==> config.mk <==
export PLATFORM = sky130hd
export DESIGN_NAME = axil_cfg_router
export DESIGN_NICKNAME = d
export VERILOG_FILES = /design/src/rtl/axil_cfg_router.sv
export SDC_FILE = /design/constraint.sdc
export NUM_CORES = 1
export LEC_CHECK = 0
export BUFFER_PORTS_ARGS = -buffer_cell sky130_fd_sc_hd__buf_2
export CAP_MARGIN = 40
export CORE_MARGIN = 2
export CORE_UTILIZATION = 45
export CTS_CLUSTER_SIZE = 24
export DETAILED_ROUTE_END_ITERATION = 10
export GPL_ROUTABILITY_DRIVEN = 0
export PLACE_DENSITY_LB_ADDON = 0.2
export SYNTH_ARGS = -nofsm -noshare
export SYNTH_HDL_FRONTEND = slang
export SYNTH_SLANG_ARGS = --single-unit
==> constraint.sdc <==
create_clock -name sys_clock -period 4.1 [get_ports sys_clock]
set_clock_uncertainty 0.05 [all_clocks]
set_input_delay 0.82 -clock sys_clock [delete_from_list [all_inputs] [get_ports sys_clock]]
set_output_delay 0.82 -clock sys_clock [all_outputs]
set_load 0.01 [all_outputs]
==> src/rtl/axil_cfg_router.sv <==
// AXI4-Lite slave for the FSIC config window; routes each access to one cfg-bus region.
// Optional timeout: define AXIL_CFG_ROUTER_TIMEOUT_EN.
module axil_cfg_router #(
    parameter logic [31:0] BASE_ADDR   = 32'h6000_0000,
    parameter int unsigned TIMEOUT_CYC = 1024
) (
    input  logic        sys_clock,
    input  logic        sys_reset,
    input  logic [31:0] s_awaddr,
    input  logic        s_awvalid,
    output logic        s_awready,
    input  logic [31:0] s_wdata,
    input  logic [3:0]  s_wstrb,
    input  logic        s_wvalid,
    output logic        s_wready,
    output logic [1:0]  s_bresp,
    output logic        s_bvalid,
    input  logic        s_bready,
    input  logic [31:0] s_araddr,
    input  logic        s_arvalid,
    output logic        s_arready,
    output logic [31:0] s_rdata,
    output logic [1:0]  s_rresp,
    output logic        s_rvalid,
    input  logic        s_rready,
    output logic        cfg_req_valid,
    input  logic        cfg_req_ready,
    output logic        cfg_req_we,
    output logic [3:0]  cfg_req_sel,
    output logic [11:0] cfg_req_offset,
    output logic [31:0] cfg_req_wdata,
    output logic [3:0]  cfg_req_wstrb,
    input  logic        cfg_rsp_valid,
    input  logic [31:0] cfg_rsp_rdata,
    input  logic        cfg_rsp_err,
    output logic        err_timeout
);

    typedef enum logic [1:0] {IDLE, ISSUE, WAIT, RESP} state_t;

    state_t      state, state_nxt;
    logic        aw_held, w_held;
    logic [31:0] aw_addr, w_data;
    logic [3:0]  w_strb;
    logic        rd_next, is_wr;

    logic        idle, aw_ok, w_ok, wr_req, rd_avail, rd_req;
    logic        grant_wr, grant_rd, grant;
    logic [31:0] g_addr, g_wdata;
    logic [3:0]  g_wstrb, dec_sel;
    logic        dec_err, tmo_hit, tmo_fire, rsp_take, resp_done;
    logic        unused_bits;

    assign unused_bits = &{1'b0, s_awaddr[1:0], s_araddr[1:0]};

    // Ready outputs are forced low while reset is held.
    assign idle      = (state == IDLE) && !sys_reset;
    assign s_awready = idle && !aw_held;
    assign s_wready  = idle && !w_held;
    assign aw_ok     = aw_held || (s_awvalid && s_awready);
    assign w_ok      = w_held || (s_wvalid && s_wready);
    assign wr_req    = idle && aw_ok && w_ok;
    assign rd_avail  = idle && !aw_held && !w_held;
    assign rd_req    = rd_avail && s_arvalid;
    assign grant_wr  = wr_req && (!rd_req || !rd_next);
    assign grant_rd  = rd_req && !grant_wr;
    assign grant     = grant_wr || grant_rd;
    assign s_arready = rd_avail && !grant_wr;

    assign g_addr  = grant_wr ? (aw_held ? aw_addr : s_awaddr) : s_araddr;
    assign g_wdata = w_held ? w_data : s_wdata;
    assign g_wstrb = w_held ? w_strb : s_wstrb;
    assign dec_sel = (g_addr[15:8] == 8'h21) ? 4'd8 : g_addr[15:12];
    assign dec_err = (g_addr[31:16] != BASE_ADDR[31:16]) ||
                     ((g_addr[15:8] != 8'h21) && g_addr[15]);

`ifdef AXIL_CFG_ROUTER_TIMEOUT_EN
    logic [15:0] tmo_cnt;
    logic        err_q;

    assign tmo_hit     = (tmo_cnt == 16'(TIMEOUT_CYC - 1));
    assign err_timeout = err_q;

    always_ff @(posedge sys_clock) begin
        if (sys_reset) begin
            tmo_cnt <= '0;
            err_q   <= 1'b0;
        end else begin
            err_q <= tmo_fire;
            if (grant && !dec_err)
                tmo_cnt <= '0;
            else if (state == ISSUE || state == WAIT)
                tmo_cnt <= tmo_cnt + 16'd1;
        end
    end
`else
    assign tmo_hit     = 1'b0;
    assign err_timeout = 1'b0;
`endif

    always_ff @(posedge sys_clock) begin
        if (sys_reset)
            state <= IDLE;
        else
            state <= state_nxt;
    end

    always_comb begin
        state_nxt = state;
        tmo_fire  = 1'b0;
        rsp_take  = 1'b0;
        resp_done = 1'b0;
        unique case (state)
            IDLE: begin
                if (grant)
                    state_nxt = dec_err ? RESP : ISSUE;
            end
            ISSUE: begin
                if (cfg_req_ready) begin
                    rsp_take  = cfg_rsp_valid;
                    state_nxt = cfg_rsp_valid ? RESP : WAIT;
                end else if (tmo_hit) begin
                    tmo_fire  = 1'b1;
                    state_nxt = RESP;
                end
            end
            WAIT: begin
                if (cfg_rsp_valid) begin
                    rsp_take  = 1'b1;
                    state_nxt = RESP;
                end else if (tmo_hit) begin
                    tmo_fire  = 1'b1;
                    state_nxt = RESP;
                end
            end
            RESP: begin
                resp_done = is_wr ? s_bready : s_rready;
                if (resp_done)
                    state_nxt = IDLE;
            end
            default: state_nxt = IDLE;
        endcase
    end

    always_ff @(posedge sys_clock) begin
        if (sys_reset) begin
            aw_held        <= 1'b0;
            w_held         <= 1'b0;
            aw_addr        <= '0;
            w_data         <= '0;
            w_strb         <= '0;
            rd_next        <= 1'b1;
            is_wr          <= 1'b0;
            s_bresp        <= 2'b00;
            s_bvalid       <= 1'b0;
            s_rresp        <= 2'b00;
            s_rdata        <= '0;
            s_rvalid       <= 1'b0;
            cfg_req_valid  <= 1'b0;
            cfg_req_we     <= 1'b0;
            cfg_req_sel    <= '0;
            cfg_req_offset <= '0;
            cfg_req_wdata  <= '0;
            cfg_req_wstrb  <= '0;
        end else begin
            if (s_awvalid && s_awready && !grant_wr) begin
                aw_held <= 1'b1;
                aw_addr <= s_awaddr;
            end
            if (s_wvalid && s_wready && !grant_wr) begin
                w_held <= 1'b1;
                w_data <= s_wdata;
                w_strb <= s_wstrb;
            end
            if (grant_wr) begin
                aw_held <= 1'b0;
                w_held  <= 1'b0;
            end
            if (grant) begin
                rd_next <= !rd_next;
                is_wr   <= grant_wr;
                if (dec_err) begin
                    if (grant_wr) begin
                        s_bvalid <= 1'b1;
                        s_bresp  <= 2'b11;
                    end else begin
                        s_rvalid <= 1'b1;
                        s_rresp  <= 2'b11;
                        s_rdata  <= '0;
                    end
                end else begin
                    cfg_req_valid  <= 1'b1;
                    cfg_req_we     <= grant_wr;
                    cfg_req_sel    <= dec_sel;
                    cfg_req_offset <= {g_addr[11:2], 2'b00};
                    cfg_req_wdata  <= grant_wr ? g_wdata : '0;
                    cfg_req_wstrb  <= grant_wr ? g_wstrb : '0;
                end
            end
            if (state == ISSUE && (cfg_req_ready || tmo_fire))
                cfg_req_valid <= 1'b0;
            if (rsp_take) begin
                if (is_wr) begin
                    s_bvalid <= 1'b1;
                    s_bresp  <= cfg_rsp_err ? 2'b10 : 2'b00;
                end else begin
                    s_rvalid <= 1'b1;
                    s_rresp  <= cfg_rsp_err ? 2'b10 : 2'b00;
                    s_rdata  <= cfg_rsp_rdata;
                end
            end
            if (tmo_fire) begin
                if (is_wr) begin
                    s_bvalid <= 1'b1;
                    s_bresp  <= 2'b10;
                end else begin
                    s_rvalid <= 1'b1;
                    s_rresp  <= 2'b10;
                    s_rdata  <= 32'hFFFF_FFFF;
                end
            end
            if (resp_done) begin
                s_bvalid <= 1'b0;
                s_rvalid <= 1'b0;
            end
        end
    end

endmodule

==> summary.txt <==
Outcome
  – Outcome: complete, no violations

Route
  – WL/cell: 15.0 µm
  – # DRC: 0
  – Vias: 5748
  – DR WL met3: 1030 µm
  – DRT iter0 DRCs: 288
  – Post-DR vias/cell: 5.12
  – Met1 wire length: 7590 µm
  – Total wire length: 16800 µm
  – Detailed Routing Iterations Pass 1: 4
  – Antenna viol nets, final: 0
  – Highest routed layer: met4
  – Met2 routed WL: 7870 µm

Global route
  – First-pass GRT wire length: 27300 µm
  – Initial antenna violation count: 1
  – Vias in the first global route: 5489
  – GRT overflow: 0
  – GRT Total Usage: 0.214
  – Largest net degree at the start of global routing: 78

Placed design
  – I/O Buffers: 230
  – Dpl ws: 0.710 ns
  – Detailed placement HPWL: 11500 µm

Timing
  – Total negative slack: 0 ns
  – Worst hold slack: 0.389 ns
  – # setup viols final: 0
  – Setup WS post-layout: 0.863 ns
  – Pins Over Slew Limit: 0
  – RSZ-0062 raised after global routing: false
  – Min Tclk post-route: 3.24 ns
  – Hold Vio Cnt, Final: 0
  – Fmax achieved: 0.309 GHz
  – Fin crit share: 0.790
  – Slew HR: 0.425
  – Worst-Margin Slew: 0.862 ns

Clocking
  – CTS tree: yes
  – Insertion delay to the later sink of the worst-skew pair: 0.42 ns
  – Hold-fix buffers at CTS: 0
  – Clock-pin slew on the worst setup and hold paths: 0.06 ns
  – Setup Buffers After CTS: 0
  – Sink Count: 162
  – Inserted Clock Buffers: 17
  – Root Driver: clkbuf_16
  – Htree depth: 4
  – Clock Path Buffers: 2
  – Resized cells post-CTS: 0

Flow run
  – Max Cap Viol: 0

Finish
  – Final core utilization: 0.587
  – Commonest non-fill, non-tap cell in the layout: buf_2
  – Final net count: 1072
  – Share of cells above drive strength 1: 0.309
  – Commonest cells after routing, fill and taps aside: buf_2, dfxtp_1, nand2_1
  – Area growth, synth to finish: 28.4%

Setup path
  – Worst R2R Start: state[0]
  – R2r endpoint: cfg_req_wdata[3]
  – Critical Path End Type: output port
  – Worst endpoint required time: 3.23 ns
  – Crit path max-delay cell type: or3b_4
  – CP arrival: 2.37 ns
  – Crit-path max FO: 6
  – Reg2Reg Depth: 9
  – Critical Path Start Type: register
  – CP dominant cell by count: nor2_1
  – Class of the most critical setup path: reg -> out
  – Slowest stage delay, CP: 0.45 ns
  – R2R Setup Slk: 1.02 ns
  – CP Cell Sequence: inv_1 -> ha_1 -> or3b_4 -> nor2_1 -> nor2_1 -> nor3_1 -> buf_2

Floorplan
  – Ports: 238
  – Die height: 125 µm
  – Die span in x: 125 µm
  – Die ar.: 15600 µm²
  – Initial Util: 0.457
  – Rows: 44
  – Core Footprint: 14400 µm²

Yosys
  – Mapped Avg Cell Area: 9.29 µm²
  – Cell variety after synth: 58
  – Synth Cell Area: 6590 µm²
  – Synth warnings: 0
  – Syn Inst Count: 710
  – Register area share after synthesis: 0.492
  – Number of synthesized flops with an enable pin: 0
  – FF+latch count, synth: 162
  – Async set-reset flop share out of synthesis: 0
  – Most used DFF post-synth: dfxtp_1

Hold path
  – Hold Path Depth: 2
  – Min-delay worst type: reg -> reg
  – Worst Hold Launch: cfg_req_we
  – Worst Hold Path EP: cfg_req_we

Pwr
  – Peak VDD IR: 0.319 mV
  – Overall power: 4.21 mW
  – Leak: 3.85 nW
  – Pwr/cell area: 497 nW/µm²
[final cells by class]
type	instances	area, µm²
clock inverter	11	156
inverter	7	26.3
sequential	162	3240
clock buffer	20	437
timing repair buffer	243	1260
tap	184	230
antenna	1	2.50
multi-input combinational	494	3100
fill	1324	5960
[per-stage QoR]
step           area, µm²  std cells
2_1_floorplan       6600        712
3_3_place_gp        7870       1090
3_5_place_dp        7870       1090
4_1_cts             8460       1121
5_1_grt             8460       1122
6_report            8460       1122
[flip-flops by register name (all words and copies together), names as in the netlist]
name / count
is_wr: 1
w_data: 32
rd_next: 1
w_strb: 4
s_rdata: 32
s_rvalid: 1
state: 2
aw_held: 1
aw_addr: 30
w_held: 1
s_bresp: 2
cfg_req_wdata: 32
s_rresp: 2
cfg_req_wstrb: 4
cfg_req_we: 1
cfg_req_offset: 10
cfg_req_valid: 1
s_bvalid: 1
cfg_req_sel: 4
[synth_stat cells, types with 4 or more instances]
master | number | share of area
o21ai_0 | 33 | 0.025
inv_1 | 7 | 0.0040
nor2_1 | 57 | 0.032
buf_2 | 6 | 0.0046
nand2_1 | 125 | 0.071
buf_4 | 6 | 0.0068
clkbuf_1 | 32 | 0.018
nor3_1 | 6 | 0.0046
dfxtp_1 | 162 | 0.49
nand4_1 | 4 | 0.0038
mux2i_1 | 93 | 0.14
o21ai_1 | 28 | 0.021
ha_1 | 5 | 0.0095
a21oi_1 | 43 | 0.033
nor4_1 | 7 | 0.0066
a22o_1 | 32 | 0.043
[routing by layer]
metal | global-route usage | vias to the layer above
li1 | - | 2922
met3 | 0.0625 | 21
met5 | 0 | -
met1 | 0.268 | 2626
met4 | 0.0778 | 0
met2 | 0.350 | 179
[logic make-up (layout without fill, tap and decap cells)]
logic type | after synthesis | after routing | synth area share
flops | 162 | 162 | 0.492
simple gates | 227 | 227 | 0.151
fa+ha+maj | 5 | 5 | 0.00949
compound gates | 165 | 165 | 0.165
mux | 93 | 93 | 0.141
other cells | 1 | 4 | 0.000569
xor+xnor | 1 | 1 | 0.00133
buf+inv | 56 | 281 | 0.0400
[critical path: cells and delay by family (launching register included)]
family | cells | cell delay (ns)
buffers and inverters | 2 | 0.34
and+or+nand+nor | 4 | 1.00
DFF | 1 | 0.33
adders and majority gates | 1 | 0.29
[worst max path at each step]
| stage | start | endpoint | slack, ns | cells after the start |
|---|---|---|---|---|
| final | state[0] | s_arready | 0.86 | 7 |
| after global routing | state[0] | s_arready | 0.63 | 7 |
| after CTS | state[0] | s_arready | 0.83 | 7 |
| after detailed placement | sys_reset | cfg_req_wdata[3] | 0.71 | 7 |
| after global placement | sys_reset | cfg_req_wdata[1] | 0.77 | 7 |
| after floorplan | sys_reset | s_arready | 1.41 | 4 |
[report_power, final]
group / internal [mW] / switching, mW / total [mW]
sequential: 1.68 / 0.0777 / 1.76
clock: 0.962 / 0.641 / 1.60
combinational: 0.363 / 0.483 / 0.846
total: 3.00 / 1.20 / 4.21
Note: power is estimated with default switching activity, not from simulation.
